## src/rtl/gpio_ctrl.sv

```systemverilog
// GPIO controller: direction/output registers with atomic set/clear/toggle, synchronised
// inputs, rise/fall edge capture with W1C status and interrupt. Optional GPIO_DEBOUNCE_EN filter.
module gpio_ctrl #(
   parameter int WIDTH       = 32,
   parameter int SYNC_STAGES = 2,
   parameter int DB_W        = 16
) (
   input  logic             clk,
   input  logic             rst,
   input  logic [3:0]       addr,
   input  logic             we,
   input  logic [31:0]      wdata,
   output logic [31:0]      rdata,
   input  logic [WIDTH-1:0] gpio_i,
   output logic [WIDTH-1:0] gpio_o,
   output logic [WIDTH-1:0] gpio_oe,
   output logic             irq
);

   localparam logic [3:0] A_DIR  = 4'd0;
   localparam logic [3:0] A_OUT  = 4'd1;
   localparam logic [3:0] A_IN   = 4'd2;
   localparam logic [3:0] A_SET  = 4'd3;
   localparam logic [3:0] A_CLR  = 4'd4;
   localparam logic [3:0] A_TGL  = 4'd5;
   localparam logic [3:0] A_EN   = 4'd6;
   localparam logic [3:0] A_RISE = 4'd7;
   localparam logic [3:0] A_FALL = 4'd8;
   localparam logic [3:0] A_STAT = 4'd9;
   localparam logic [3:0] A_DB   = 4'd10;

   logic [WIDTH-1:0] dir, out_q, in_v, prev, stat, irq_en, irq_rise, irq_fall;
   logic [WIDTH-1:0] wd, ev, w1c;
   logic [SYNC_STAGES-1:0][WIDTH-1:0] sync_q;

   assign wd = wdata[WIDTH-1:0];

   always_ff @(posedge clk or negedge rst) begin
      if (!rst) begin
         sync_q <= '0;
      end else begin
         sync_q[0] <= gpio_i;
         for (int s = 1; s < SYNC_STAGES; s++) sync_q[s] <= sync_q[s-1];
      end
   end

`ifdef GPIO_DEBOUNCE_EN
   logic [DB_W-1:0]        db_limit, db_cnt;
   logic [2:0][WIDTH-1:0]  hist;
   logic [WIDTH-1:0]       in_q, stable;
   logic                   tick;

   assign tick   = (db_cnt == db_limit);
   assign stable = ~(hist[0] ^ hist[1]) & ~(hist[1] ^ hist[2]);
   assign in_v   = in_q;

   always_ff @(posedge clk or negedge rst) begin
      if (!rst) begin
         db_limit <= '0;
         db_cnt   <= '0;
         hist     <= '0;
         in_q     <= '0;
      end else begin
         if (we && addr == A_DB) begin
            db_limit <= wdata[DB_W-1:0];
            db_cnt   <= '0;
         end else begin
            db_cnt <= tick ? '0 : db_cnt + 1'b1;
         end
         if (tick) hist <= {hist[1:0], sync_q[SYNC_STAGES-1]};
         // a pin only moves once its last three tick samples agree
         in_q <= (in_q & ~stable) | (hist[0] & stable);
      end
   end
`else
   assign in_v = sync_q[SYNC_STAGES-1];
`endif

   assign ev  = (in_v & ~prev & irq_rise) | (~in_v & prev & irq_fall);
   assign w1c = (we && addr == A_STAT) ? wd : '0;

   always_ff @(posedge clk or negedge rst) begin
      if (!rst) begin
         dir      <= '0;
         out_q    <= '0;
         prev     <= '0;
         stat     <= '0;
         irq_en   <= '0;
         irq_rise <= '0;
         irq_fall <= '0;
         irq      <= 1'b0;
      end else begin
         prev <= in_v;
         irq  <= |(stat & irq_en);
         // new event wins over a simultaneous W1C
         stat <= (stat & ~w1c) | ev;
         if (we) begin
            case (addr)
               A_DIR:   dir      <= wd;
               A_OUT:   out_q    <= wd;
               A_SET:   out_q    <= out_q | wd;
               A_CLR:   out_q    <= out_q & ~wd;
               A_TGL:   out_q    <= out_q ^ wd;
               A_EN:    irq_en   <= wd;
               A_RISE:  irq_rise <= wd;
               A_FALL:  irq_fall <= wd;
               default: ;
            endcase
         end
      end
   end

   always_comb begin
      rdata = '0;
      case (addr)
         A_DIR:  rdata[WIDTH-1:0] = dir;
         A_OUT:  rdata[WIDTH-1:0] = out_q;
         A_IN:   rdata[WIDTH-1:0] = in_v;
         A_EN:   rdata[WIDTH-1:0] = irq_en;
         A_RISE: rdata[WIDTH-1:0] = irq_rise;
         A_FALL: rdata[WIDTH-1:0] = irq_fall;
         A_STAT: rdata[WIDTH-1:0] = stat;
`ifdef GPIO_DEBOUNCE_EN
         A_DB:   rdata[DB_W-1:0]  = db_limit;
`endif
         default: rdata = '0;
      endcase
   end

   assign gpio_o  = out_q;
   assign gpio_oe = dir;

endmodule

```

## config.mk

```make
export PLATFORM = sky130hd
export DESIGN_NAME = gpio_ctrl
export DESIGN_NICKNAME = d
export VERILOG_FILES = /design/src/rtl/gpio_ctrl.sv
export SDC_FILE = /design/constraint.sdc
export NUM_CORES = 1
export LEC_CHECK = 0
export BUFFER_PORTS_ARGS = -buffer_cell sky130_fd_sc_hd__buf_4
export CAP_MARGIN = 20
export CORE_ASPECT_RATIO = 1.75
export CORE_MARGIN = 5
export CORE_UTILIZATION = 45
export DETAILED_ROUTE_END_ITERATION = 10
export PLACE_DENSITY = 0.76
export REMOVE_ABC_BUFFERS = 1
export SLEW_MARGIN = 25
export SYNTH_ARGS = -nofsm -noshare
export SYNTH_HDL_FRONTEND = slang
export SYNTH_SLANG_ARGS = --single-unit
```

## constraint.sdc

```tcl
create_clock -name clk -period 4.6 [get_ports clk]
set_clock_uncertainty 0.15 [all_clocks]
set_input_delay 0.69 -clock clk [delete_from_list [all_inputs] [get_ports clk]]
set_output_delay 0.69 -clock clk [all_outputs]
set_load 0.1 [all_outputs]
```

Word level (Yosys, flattened, before mapping)
Cells that the tools add are included.
{"block": "op_classes", "eq_ne": 9, "n_mux": 3, "n_bitwise": 15, "n_reduce_logical": 9}
{"op": "$and 32x32->32", "n": 7}
{"op": "$pmux 32 s7", "n": 1}
{"op": "$not 32->32", "n": 4}
{"op": "$pmux 32 s4", "n": 1}
{"op": "$or 32x32->32", "n": 3}
{"op": "$mux 32", "n": 1}
{"op": "$reduce_or 32->1", "n": 1}
{"op": "$xor 32x32->32", "n": 1}
{"op": "$eq 4x3->1 const B", "n": 4}
{"op": "$reduce_and 2->1", "n": 5}
{"op": "$eq 4x2->1 const B", "n": 2}
{"op": "$eq 4x4->1 const B", "n": 2}
{"op": "$eq 4x1->1 const B", "n": 1}
{"op": "$logic_not 4->1", "n": 1}
{"op": "$reduce_bool 4->1", "n": 1}
{"op": "$logic_and 1x1->1", "n": 1}
{"block": "word_totals", "register_bits": 289, "input_bits": 71}

Longest topological paths before layout
Gate-level depths: netlist of run 1.
{"block": "depth", "depth_word": 6, "ltp_mapped": 8, "mapped_depth_nobuf": 6}

Least setup slack after synthesis of run 1
Ideal clock, no wire load.
{"block": "synth_timing", "path_kind": "input to output", "from": "input port addr[3]", "to": "output port rdata[25]", "arrival_time_ns": 2.523, "required_ns": 3.760, "slack_ns": 1.237, "cell_stages": 6, "path_cell_list": "buf_2 -> and4bb_2 -> buf_2 -> clkbuf_1 -> a222oi_1 -> nand3_1"}
{"block": "synth_via", "elab_chain_cells": 2, "word_cells_on_any_way": 8, "cone_classes": "eq/ne: 6; mux: 1; reduce/logical: 1"}
{"element": "start, declared", "line": "10", "source": "input logic [3:0] addr,"}
{"element": "$eq 4x4->1, or another cell as far along", "line": "115", "source": "case (addr)"}
{"element": "$pmux 32 s7 (*)", "line": "115"}
{"element": "end, declared", "line": "13", "source": "output logic [31:0] rdata,"}
Mark *: on every way between the ends. The rest lies on a longest branch, timed or not.

Worst setup path after layout of run 1
{"block": "layout_timing", "from": "input port addr[3]", "to": "output port rdata[29]"}
The elaborated chain is that of the path after synthesis.

==> results of run 1 <==
-- cells by family (layout without fill, tap and decap cells) --
kind of cell    after synthesis  count (layout)
other cells                   0               1
simple gates                222             222
buf+inv                     135             298
compound gates              370             370
flops                       289             289
fa+ha+maj                    64              64
mux                          64              64
-- power breakdown --
| part | switching, mW | leakage [nW] | internal [mW] | total, mW |
|---|---|---|---|---|
| logic | 1.66 | 3.16 | 0.574 | 2.23 |
| clock network | 1.00 | 0.479 | 1.46 | 2.46 |
| registers | 0.378 | 3.41 | 2.93 | 3.30 |
| total | 3.04 | 7.06 | 4.96 | 8.00 |
-- critical path, cell delays in order --
cell and delay, ps:
buf_4 160, nand2b_1 320, nor2_4 710, buf_4 310, a22oi_1 100, nand3_1 130
buf_4 290
-- final cells by class --
type	count	area [um2]
antenna	1	2.50
timing repair buffer	185	1450
clock inverter	13	201
multi-input combinational	720	5240
inverter	65	244
tap	378	473
fill	2507	12900
sequential	289	7230
clock buffer	35	768
-- state kept, by name, indices dropped and copies added (netlist names) --
name      cells
prev         32
irq_rise     32
sync_q       32
irq_en       32
in_v         32
irq_fall     32
stat         32
irq           1
gpio_oe      32
gpio_o       32
-- synthesized netlist by cell type, types with 3 or more instances --
cell type / n / area share [%]
dfrtp_1: 289 / 56
o21ai_0: 125 / 4.8
o2bb2ai_1: 31 / 2.1
a211oi_1: 31 / 1.8
nand4_1: 4 / 0.19
mux2_1: 10 / 0.87
o22ai_1: 31 / 1.5
buf_1: 3 / 0.087
mux2_2: 54 / 4.7
nand3b_1: 32 / 1.9
o21ai_1: 3 / 0.12
nand3_1: 32 / 1.2
nand2_1: 135 / 3.9
a21o_1: 32 / 1.9
a22oi_1: 80 / 4.6
inv_1: 64 / 1.9
nor2_1: 3 / 0.087
a222oi_1: 32 / 2.5
nand2b_1: 4 / 0.19
ha_1: 64 / 6.2
buf_2: 13 / 0.50
clkbuf_1: 52 / 1.5
-- metal layers --
metal | track usage [%] | vias to the layer above | share of wire (%)
li1 | - | 4486 | -
met5 | 0 | - | 0
met3 | 3.39 | 113 | 5.9
met1 | 25.4 | 5086 | 36
met4 | 13.2 | 0 | 5.3
met2 | 41.4 | 452 | 53
-- through the flow --
step,utilization [%],cell area [um2],instances
floorplan,-,12700,1074
global placement,51.2,14600,1636
detailed placement,51.2,14600,1636
CTS,54.6,15600,1684
global route,54.7,15600,1685
finish,54.7,15600,1686
-- worst paths after layout --
path	end	start	slack [ps]
max reg2reg	irq	irq_en[14]	2840
max	rdata[29]	addr[3]	1010
max in group asynchronous	in_v[14]	rst	3200
min reg2reg	in_v[22]	sync_q[22]	190
min in group clk	sync_q[14]	gpio_i[14]	90
min	in_v[31]	rst	-2
==> reports/metrics.yaml, run 1 <==
global_routing:
  track_usage_pct: 22.8
  grt_max_degree: 111
  antenna_found_initial: 0
  overflow: 0
  grt_pass1_wl_um: 58700
  grt_pass1_vias: 10500
timing:
  slew_headroom_pct: 30.9
  setup_violations: 0
  tightestPinTransition_ps: 1040
  post-route-period-util_pct: 77.9
  fin_ws_ps: 1010
  hold_viol: 1
  drv_slew: 0
  period_needed_ps: 3590
  rsz0062_at_grt: "false"
  hold_slack_ps: -1.57
  fmax_mhz: 279
  tns_ps: 0
finish:
  final_common_cell: "dfrtp_1"
  synthToLayoutAreaGrowth_pct: 20.7
  drive_gt1_share_pct: 23.1
  nets: 1425
  final_cell_mix: "289 x dfrtp_1, 180 x buf_4, 131 x nand2_1"
setup_path:
  setup.worst_path.start_class: "primary input"
  required_ps: 3760
  path_max_fanout: 24
  critPathArrivalTime_ps: 2750
  crit_type: "primary input to output pin"
  reg2regPathDepth: 3
  critPathCaptureType: "output pin"
run_status:
  outcome: "finished with violations"
  violations: "negative hold slack"
synth:
  synthDistinctLibCells: 38
  mappedNetlistArea_mm2: 0.0129
  synth-xor-area-share_pct: 0
  synth_area_per_cell_um2: 11.3
  synth_edf_count: 0
  synthArstFlopShare_pct: 100
  syn_inst: 1144
  synth-seq-cells: 289
  synth_top_family_by_area: "compound AO/OA/AOI/OAI gates"
  synth_simple_gate_area_share_pct: 8.51
  ys.flop_type: "dfrtp_1"
  seq_area_frac_synth_pct: 55.9
  synthMuxAreaShare_pct: 5.57
  synth_fa_ha_area_share_pct: 6.19
  yosys_warnings: 0
  synth_compound_area_share_pct: 19.7
floorplanning:
  design.core.area_mm2: 0.0285
  chipHeight_um: 234
  std_cell_rows: 82
  io_pins: 168
  die_x_um: 138
  initial_utilization_pct: 45.4
  dieArea_mm2: 0.0324
power_and_ir_drop:
  total_power_mw: 8.00
  leakagePower_nw: 7.06
  powerDensity_mw_per_mm2: 512
  vdd_drop_max_uv: 286
cts:
  cts_max_path_buffers: 3
  clk_pin_slew_ps: 60
  clk_latency_ps: 550
  cts_tree: "yes"
  cts_buffers: 29
  cts_sinks: 289
  ctsHoldBuffers: 0
  htreeDepth: 1
  postCtsSetupRepairBufs: 0
  ctsRootBufferMaster: "clkbuf_16"
  cts.repair.resized: 0
placement:
  gp_congestion: 0.830
  portBuffers: 167
  place_hpwl_um: 23800
  place_ws_ps: 1050
detailed_routing:
  antenna_left: 0
  drc: 0
  drt_first_pass_iters: 9
  num_vias: 10100
  wl_um: 38200
  wire_per_inst_um: 22.7
  drt-vias-per-instance: 6.01
  drtIter0Drc: 1016
hold_path:
  hp-class: "primary input to asynchronous set/reset pin"
flow_run:
  maxCapViolations: 0
Note: power is estimated with default switching activity, not from simulation.
==> run 2, diff against run 1 <==
--- a/config.mk
+++ b/config.mk
@@ -11,7 +11,7 @@
 export CORE_MARGIN = 5
 export CORE_UTILIZATION = 45
 export DETAILED_ROUTE_END_ITERATION = 10
-export PLACE_DENSITY = 0.76
+export PLACE_DENSITY = 0.78
 export REMOVE_ABC_BUFFERS = 1
 export SLEW_MARGIN = 25
 export SYNTH_ARGS = -nofsm -noshare
==> constraint.sdc (replaced) <==
create_clock -name clk -period 3 [get_ports clk]
set_clock_uncertainty 0.15 [all_clocks]
set_input_delay 0.45 -clock clk [delete_from_list [all_inputs] [get_ports clk]]
set_output_delay 0.45 -clock clk [all_outputs]
set_load 0.1 [all_outputs]
==> run 2 against run 1 <==
  * The flow now finishes without violations
  * Final area grew 2.7%
  * Sequential share of layout area down 1.2 points
  * Largest power group unchanged
  * Core utilization rose by 1.5 points
  * Worst hold slack improved by 14 ps
  * Sequential power rose by 54%
  * Clock power increased by 40%
  * Combinational power rose by 56%
  * Critical path type unchanged
  * Cell count is 2.5% higher
  * Flip-flop and latch count did not move
  * First-iteration DRC count is 5.1% lower
  * Setup slack worse by 810 ps
  * Non-clock buffer count increased by 46
  * Critical endpoint is now rdata[31]
==> reports/metrics.yaml, run 2 (same netlist as run 1, synthesis figures left out) <==
run_status:
  outcome: "finished clean"
flow_run:
  maxCapViolations: 0  # unchanged
cts:
  cts_max_path_buffers: 3  # unchanged
  ctsRootBufferMaster: "clkbuf_16"
  clk_latency_ps: 540  # about the same
  cts_sinks: 289  # unchanged
  cts.repair.resized: 0  # unchanged
  clk_pin_slew_ps: 70  # about the same
  cts_tree: "yes"
  cts_buffers: 26  # -10%
  htreeDepth: 1  # unchanged
power_and_ir_drop:
  vdd_drop_max_uv: 429  # +50%
  seq_power_share_pct: 42.3  # +1.0 points
  powerDensity_mw_per_mm2: 749  # +46%
  p_switching_mw: 4.62  # +52%
  leakagePower_nw: 7.23  # +2.5%
  p_int_mw: 7.38  # +49%
  clkPwrFrac_pct: 28.8  # -2.0 points
  pwr-share-comb_pct: 29.0  # +1.1 points
  p_sw_share_pct: 38.5  # +0.56 points
timing:
  drv_slew: 0  # unchanged
  post-route-period-util_pct: 93.3
  slew_headroom_pct: 64.4  # +33 points
  rsz0062_at_grt: "false"
  fin_ws_ps: 202  # -812 ps
  fmax_mhz: 357
  period_needed_ps: 2800
  tightestPinTransition_ps: 535  # -502 ps
  setup_violations: 0  # unchanged
  hold_viol: 0  # -1
setup_path:
  cp-endpoint: "rdata[31]"
  critPathCaptureType: "output pin"
  setup.worst_path.start: "addr[3]"
  required_ps: 2400  # -1360 ps
  setup.worst_path.start_class: "primary input"
  crit_type: "primary input to output pin"
  r2r_slack_ps: 1200  # -1640 ps
  path_max_fanout: 14  # -42%
  worstReg2RegStart: "stat[14]"
  r2r_end: "irq"
  reg2regPathDepth: 3  # unchanged
  critPathArrivalTime_ps: 2200  # -550 ps
floorplanning:
  std_cell_rows: 82  # unchanged
  dieArea_mm2: 0.0324  # unchanged
  design.core.area_mm2: 0.0285  # unchanged
  initial_utilization_pct: 45.4  # unchanged
  io_pins: 168  # unchanged
  chipHeight_um: 234  # unchanged
  die_x_um: 138  # unchanged
detailed_routing:
  wire_per_inst_um: 23.1  # +1.7%
  num_vias: 10400  # +3.0%
  drt_first_pass_iters: 9  # unchanged
  drt-vias-per-instance: 6.04  # +0.49%
  wl_um: 39900  # +4.2%
  antenna_left: 0  # unchanged
  drc: 0  # unchanged
  drtIter0Drc: 964  # -5.1%
placement:
  place_ws_ps: 256  # -796 ps
  place_hpwl_um: 25900  # +9.0%
  place_area_mm2: 0.0148  # +1.4%
  portBuffers: 167  # unchanged
  gp_congestion: 0.865  # +4.2%
finish:
  fillers: 2437  # -2.8%
  nets: 1468  # +3.0%
  final_cell_mix: "289 x dfrtp_1, 182 x buf_4, 131 x nand2_1"
  fin_area_mm2: 0.0160  # +2.7%
  drive_gt1_share_pct: 23.0  # -0.069 points
  final_common_cell: "dfrtp_1"
  synthToLayoutAreaGrowth_pct: 24.0
  diodes: 0  # -1
global_routing:
  track_usage_pct: 24.1  # +1.4 points
  grt_max_degree: 86  # -23%
  overflow: 0  # unchanged
  grt_pass1_wl_um: 61700  # +5.1%
  grt_pass1_vias: 11000  # +5.3%
  antenna_found_initial: 1  # +1
hold_path:
  hp-class: "primary input to flip-flop"
-- run 2: changes by cell type in the layout (fill, tap and decap cells not counted), sizes merged --
cell,change
diode,-1
bufinv,-3
buf,+11
clkbuf,+1
inv,-1
dlygate4sd3,+35
-- run 2: layout make-up --
| type | count | area, um2 | area share (%) |
|---|---|---|---|
| clock buffer | 36 | 779 | 4.86 |
| clock inverter | 9 | 95.1 | 0.593 |
| inverter | 65 | 244 | 1.52 |
| multi-input combinational | 720 | 5220 | 32.6 |
| sequential | 289 | 7230 | 45.1 |
| tap | 378 | 473 | 2.95 |
| timing repair buffer | 231 | 1990 | 12.4 |
-- run 2: what timing repair did --
item | CTS | global route
hold buffers | 35 | 0
endpoints found under the hold margin | 81 | 0
setup buffers | 0 | 0
-- run 2: per-stage QoR --
step | util (%) | std cells | hold slack [ps] | setup TNS, ps | power [mW]
after global placement | 51.9 | 1648 | 182 | 0 | 8.46
after CTS | 56.2 | 1728 | 1.04 | 0 | 12.0
final | 56.2 | 1728 | 12.9 | 0 | 12.0
after floorplan | - | 1074 | 4.41 | -26870 | 7.48
after detailed placement | 51.9 | 1648 | 185 | 0 | 8.57
after global routing | 56.2 | 1728 | 11.5 | 0 | 12.5
-- run 2: worst min path at each step --
stage,start,end,depth (start not counted)
floorplan,rst,gpio_o[0],0
CTS,wdata[2],irq_en[2],2
detailed placement,sync_q[23],in_v[23],0
global route,wdata[3],irq_en[3],2
global placement,sync_q[23],in_v[23],0
finish,wdata[2],irq_en[2],2
-- run 2: power by group through the flow --
stage / Combinational, mW / Clock, mW / Sequential, mW
finish: 3.48 / 3.45 / 5.08
floorplan: 1.27 / 0 / 6.22
global route: 3.67 / 3.66 / 5.13
CTS: 3.49 / 3.50 / 5.06
detailed placement: 3.44 / 0 / 5.13
global placement: 3.36 / 0 / 5.10
-- run 2: metal layers --
layer	routed length, um	global-route usage, %	vias up
met3	2410	3.67	172
met2	20400	42.8	488
met5	13	0	-
met4	2890	17.2	2
met1	14100	26.4	5210
li1	-	-	4568
-- run 2: worst max-delay path: stages --
cell and delay [ps]:
buf_4 170, nand2b_1 340, nor2_4 120, buf_4 240
a222oi_1 380, nand3_1 210, buf_4 290
